### config.mk
export PLATFORM = sky130hd
export DESIGN_NAME = pc_phase_ctrl
export DESIGN_NICKNAME = d
export VERILOG_FILES = /design/src/rtl/cpu_pkg.sv /design/src/rtl/phase_ring.sv /design/src/rtl/pc_phase_ctrl.sv
export SDC_FILE = /design/constraint.sdc
export NUM_CORES = 1
export LEC_CHECK = 0
export BUFFER_PORTS_ARGS = -buffer_cell sky130_fd_sc_hd__buf_2
export CORE_UTILIZATION = 40
export CTS_CLUSTER_SIZE = 14
export DETAILED_ROUTE_END_ITERATION = 6
export PLACE_DENSITY = 0.69
export SYNTH_ARGS = -nofsm -noshare
export SYNTH_HDL_FRONTEND = slang
export SYNTH_SLANG_ARGS = --single-unit
### constraint.sdc
create_clock -name clk -period 4.6 [get_ports clk]
set_input_delay 0.46 -clock clk [delete_from_list [all_inputs] [get_ports clk]]
set_output_delay 0.46 -clock clk [all_outputs]
set_load 0.005 [all_outputs]
### src/rtl/cpu_pkg.sv
// Shared CPU definitions: PC width, one-hot phase constants and FSM state encoding.
package cpu_pkg;

  localparam int unsigned PC_W  = 12;
  localparam int unsigned PH_W  = 5;
  localparam int unsigned RET_W = 16;

  localparam logic [PH_W-1:0] PH_FETCH  = 5'b00001;
  localparam logic [PH_W-1:0] PH_DECODE = 5'b00010;
  localparam logic [PH_W-1:0] PH_EXEC   = 5'b00100;
  localparam logic [PH_W-1:0] PH_MEM    = 5'b01000;
  localparam logic [PH_W-1:0] PH_WB     = 5'b10000;

  typedef enum logic [1:0] {
    ST_IDLE   = 2'b00,
    ST_RUN    = 2'b01,
    ST_HALTED = 2'b10
  } cpu_state_e;

  // Advance one phase in the fetch..writeback cycle; WB wraps back to FETCH.
  function automatic logic [PH_W-1:0] rotate_phase(input logic [PH_W-1:0] ph);
    return {ph[PH_W-2:0], ph[PH_W-1]};
  endfunction

endpackage

### src/rtl/phase_ring.sv
// One-hot execution phase rotator; all-zero whenever the core is not running.
module phase_ring
  import cpu_pkg::*;
(
  input  logic            clk,
  input  logic            rst,
  input  logic            run,
  input  logic            ring_start,
  output logic [PH_W-1:0] phase
);

  logic [PH_W-1:0] phase_d;
  logic [PH_W-1:0] phase_q;

  // Next phase: restart at FETCH on entry to RUN, rotate while running, else clear.
  always_comb begin
    phase_d = '0;
    if (ring_start) begin
      phase_d = PH_FETCH;
    end else if (run) begin
      phase_d = rotate_phase(phase_q);
    end
  end

  // Phase register with synchronous reset.
  always_ff @(posedge clk) begin
    if (rst) begin
      phase_q <= '0;
    end else begin
      phase_q <= phase_d;
    end
  end

  assign phase = phase_q;

endmodule

### src/rtl/pc_phase_ctrl.sv
// Program counter, run/halt FSM and retired-instruction counter for the core.
module pc_phase_ctrl
  import cpu_pkg::*;
(
  input  logic             clk,
  input  logic             rst,
  input  logic             start,
  input  logic             halt_req,
  input  logic             load_pc,
  input  logic [PC_W-1:0]  load_addr,
  input  logic [PC_W-1:0]  next_pc,
  input  logic             pc_enable,
  output logic [PH_W-1:0]  phase,
  output logic [PC_W-1:0]  pc,
  output logic [PC_W-1:0]  pc_plus1,
  output logic             running,
  output logic [RET_W-1:0] retired
);

  cpu_state_e       state_d, state_q;
  logic [PC_W-1:0]  pc_d, pc_q;
  logic [RET_W-1:0] retired_d, retired_q;
  logic             in_run;
  logic             wb_cycle;
  logic             ring_run;
  logic             ring_start;

  assign in_run   = (state_q == ST_RUN);
  assign wb_cycle = in_run && (phase == PH_WB);

  // FSM next state: start leaves IDLE/HALTED, a WB-phase halt leaves RUN.
  always_comb begin
    state_d = state_q;
    case (state_q)
      ST_IDLE:   if (start) state_d = ST_RUN;
      ST_RUN:    if (wb_cycle && halt_req) state_d = ST_HALTED;
      ST_HALTED: if (start) state_d = ST_RUN;
      default:   state_d = ST_IDLE;
    endcase
  end

  // Ring is driven from the next state so phase reads FETCH on the first RUN cycle.
  always_comb begin
    ring_run   = (state_d == ST_RUN);
    ring_start = (state_q != ST_RUN) && (state_d == ST_RUN);
  end

  // PC update: selector writes only in RUN, external loads only outside RUN.
  always_comb begin
    pc_d = pc_q;
    if (in_run) begin
      if (pc_enable) pc_d = next_pc;
    end else if (load_pc) begin
      pc_d = load_addr;
    end
  end

  // Retire counter: one per completed WB phase, saturating at all-ones.
  always_comb begin
    retired_d = retired_q;
    if (wb_cycle && (retired_q != '1)) begin
      retired_d = retired_q + 16'd1;
    end
  end

  // State, PC and retire registers with synchronous reset.
  always_ff @(posedge clk) begin
    if (rst) begin
      state_q   <= ST_IDLE;
      pc_q      <= '0;
      retired_q <= '0;
    end else begin
      state_q   <= state_d;
      pc_q      <= pc_d;
      retired_q <= retired_d;
    end
  end

  phase_ring u_phase_ring (
    .clk        (clk),
    .rst        (rst),
    .run        (ring_run),
    .ring_start (ring_start),
    .phase      (phase)
  );

  assign pc       = pc_q;
  assign pc_plus1 = pc_q + 12'd1;
  assign running  = in_run;
  assign retired  = retired_q;

endmodule

==> flow_metrics.py <==
metrics = {
    "global_route": {
        "grt_pass1_vias": 1407,
        "grt_util_all_layers_pct": 18.4,
        "grt_antenna_before_repair": 0,
        "grt_pass1_wl_um": 6240,
        "grt_overflow_total": 0,
        "grt_start_max_net_pins": 34,
    },
    "clock_tree": {
        "clock_sinks": 35,
        "cts_setup_buffers": 0,
        "clk_latency_ns": 0.28,
        "cts_htree_levels": 2,
        "clockRootBuffer": "clkbuf_8",
        "postCtsHoldBufs": 0,
        "clkTransAtPathRegs_ns": 0.06,
        "clk_path_buf_depth": 2,
        "cts_resized": 0,
        "cts_tree": "built",
        "cts_made_buffers": 5,
    },
    "worst_setup_path": {
        "end_kind": "flop",
        "r2r_setup_slack_ns": 2.29,
        "r2r_cells": 5,
        "critPathLaunchType": "flop",
        "r2r_start": "retired[8]",
        "rr_endpoint": "retired[13]",
        "crit_buf_inv": 0,
        "slowest_delay_ns": 0.96,
        "path_cells": "nand4_1, nor4_2, nor4_4, nand3_1, mux2_1",
        "worstPathRequired_ns": 4.76,
        "crit_path_top_delay_cell": "nor4_2",
        "arrival_ns": 2.47,
        "critPathKind": "reg2reg",
        "cp_top_family": "simple AND/OR/NAND/NOR gates",
        "path_max_fanout": 11,
    },
    "finish": {
        "area_growth_pct": 27.0,
        "num_antenna_cells": 0,
        "drive_gt1_share_pct": 31.7,
        "nets": 317,
        "final_area_um2": 2230,
    },
    "route": {
        "drt_first_pass_iters": 4,
        "avgRoutedWirePerCell_um": 12.3,
        "vias_per_cell": 5.15,
        "ant_nets": 0,
        "first_iter_violations": 89,
        "detailroute.via_count": 1721,
        "drc_errors": 0,
        "wl_um": 4110,
    },
    "placed_design": {
        "io_buffers": 75,
        "gp_congestion": 0.762,
        "pre_cts_slack_ns": 2.30,
        "post-dp-hpwl_um": 3070,
        "postPlaceCellArea_um2": 2160,
    },
    "synth": {
        "yosysUniqueCellTypes": 35,
        "synth_compound_area_share_pct": 9.27,
        "synthSimpleGateAreaFrac_pct": 34.9,
        "synth_common_cells": "nand2_1 (38), nor2_1 (36), dfxtp_1 (35), xnor2_1 (18), a311oi_1 (12)",
        "yosys.area_share.xor_xnor_pct": 11.0,
        "synth_top_family_by_area": "simple AND/OR/NAND/NOR gates",
        "syn_nets": 244,
        "post_synth.cell_area_avg_um2": 8.28,
        "synth_top_area_share_pct": 39.9,
        "synth_edf_count": 0,
        "ys_warn_count": 0,
        "synthMostInstantiatedCell": "nand2_1",
        "ys_ff_latch": 35,
        "yosys.area_share.adder_pct": 1.43,
        "syn_inst": 212,
        "syn_area_um2": 1760,
        "synthMuxAreaShare_pct": 0.641,
        "yosysSeqAreaShare_pct": 39.9,
        "async_reset_ff_share_pct": 0,
        "synthFlopType": "dfxtp_1",
        "synth_top_cell_by_area": "dfxtp_1",
        "synth_area_leaders": "dfxtp_1 (40%), xnor2_1 (9.0%), nand2_1 (8.1%), nor2_1 (7.7%), a311oi_1 (6.0%)",
    },
    "sta": {
        "setup-violations-final": 0,
        "rsz0062_at_grt": "no",
        "maxSlewHeadroom_pct": 29.6,
        "clock_skew_ns": 0.00453,
        "finalCritPeriodShare_pct": 50.2,
        "holdWs_ns": 0.439,
        "setup_tns_ns": 0,
        "fmax_mhz": 433,
        "hold_viol_final": 0,
        "worst_slew_pin_slew_ns": 1.05,
        "slew_viol_final": 0,
        "final.setup.worst_slack_ns": 2.29,
        "period_needed_ns": 2.31,
    },
    "pwr": {
        "power_density_nw_per_um2": 280,
        "combinationalPowerShare_pct": 14.8,
        "ir_drop_uv": 157,
        "swShare_pct": 26.1,
        "p_int_uw": 462,
        "power.switching_uw": 163,
        "pwr-share-clk_pct": 31.9,
        "power_uw": 625,
        "pwr-share-seq_pct": 53.3,
        "leakage_nw": 0.976,
    },
    "floorplanning": {
        "num_rows": 23,
        "coreArea_um2": 4120,
        "die_h_um": 68.2,
        "io_pins": 76,
        "die_width_um": 68.2,
        "initial_core_util_pct": 42.7,
        "dieArea_um2": 4660,
    },
    "flow_run": {
        "maxCapViolations": 0,
    },
    "min_path": {
        "min_delay_path_depth": 3,
        "hold_path.class": "in2reg",
        "hold_start": "next_pc[10]",
        "min_to": "pc[10]",
    },
    "status": {
        "status": "finished clean",
    },
}
[sequential cells by signal (all words and copies together), names as in the netlist]
signal              flops
retired                16
pc                     12
state_q                 2
u_phase_ring.phase      5
[worst register-to-register path, delay by kind of cell, from the launching register on]
kind	cells	cell delay (ns)
multiplexers	1	0.32
flip-flops	1	0.42
AND/OR/NAND/NOR	4	1.46
[kinds of logic (layout without fill, tap and decap cells)]
group | count (synthesis) | in the layout
and+or+nand+nor | 117 | 117
buffers and inverters | 13 | 85
xor gates and xnor gates | 22 | 22
AOI/OAI and AO/OA | 22 | 22
muxes | 1 | 1
DFF | 35 | 35
adders and majority gates | 2 | 2
[worst max path at each step]
| stage | startpoint | cells after the start | end |
|---|---|---|---|
| finish | retired[8] | 5 | retired[13] |
| floorplan | u_phase_ring.phase[1] | 5 | retired[13] |
| detailed placement | state_q[1] | 6 | retired[13] |
| CTS | state_q[1] | 6 | retired[13] |
| global placement | state_q[1] | 6 | retired[13] |
| global route | retired[8] | 5 | retired[13] |
[layout make-up]
cell class | count | area, um^2
fill | 415 | 1890
multi-input combinational | 164 | 1000
sequential | 35 | 701
timing repair buffer | 75 | 375
clock buffer | 6 | 72.6
tap | 50 | 62.6
inverter | 4 | 15.0
[power groups by stage]
stage               combinational [mW]  sequential [mW]  clock (mW)
floorplan                       0.0511            0.338           0
global placement                0.0925            0.340           0
detailed placement              0.0937            0.340           0
CTS                             0.0939            0.333       0.204
global route                     0.107            0.335       0.219
finish                          0.0925            0.333       0.199
[layout by cell type, fill, tap and decap left out, types with 5 or more instances in the layout]
cell type and count:
a21oi_1 5, a311oi_1 12, buf_2 75, clkbuf_8 5
dfxtp_1 35, nand2_1 38, nand3_1 10, nand4_1 6
nor2_1 36, xnor2_1 18
[through the flow]
step	util, %	instances
after floorplan	-	212
after global placement	52.4	328
after detailed placement	52.4	328
after CTS	54.2	334
after global routing	54.2	334
final	54.2	334
[routing by layer]
metal	vias up	part of all wire (%)	track usage, %
met4	0	1.2	6.77
met5	-	0	0
met3	5	7.3	6.33
met2	66	45	30.6
met1	776	46	21.5
li1	874	-	-
(Power assumes the default switching activity.)
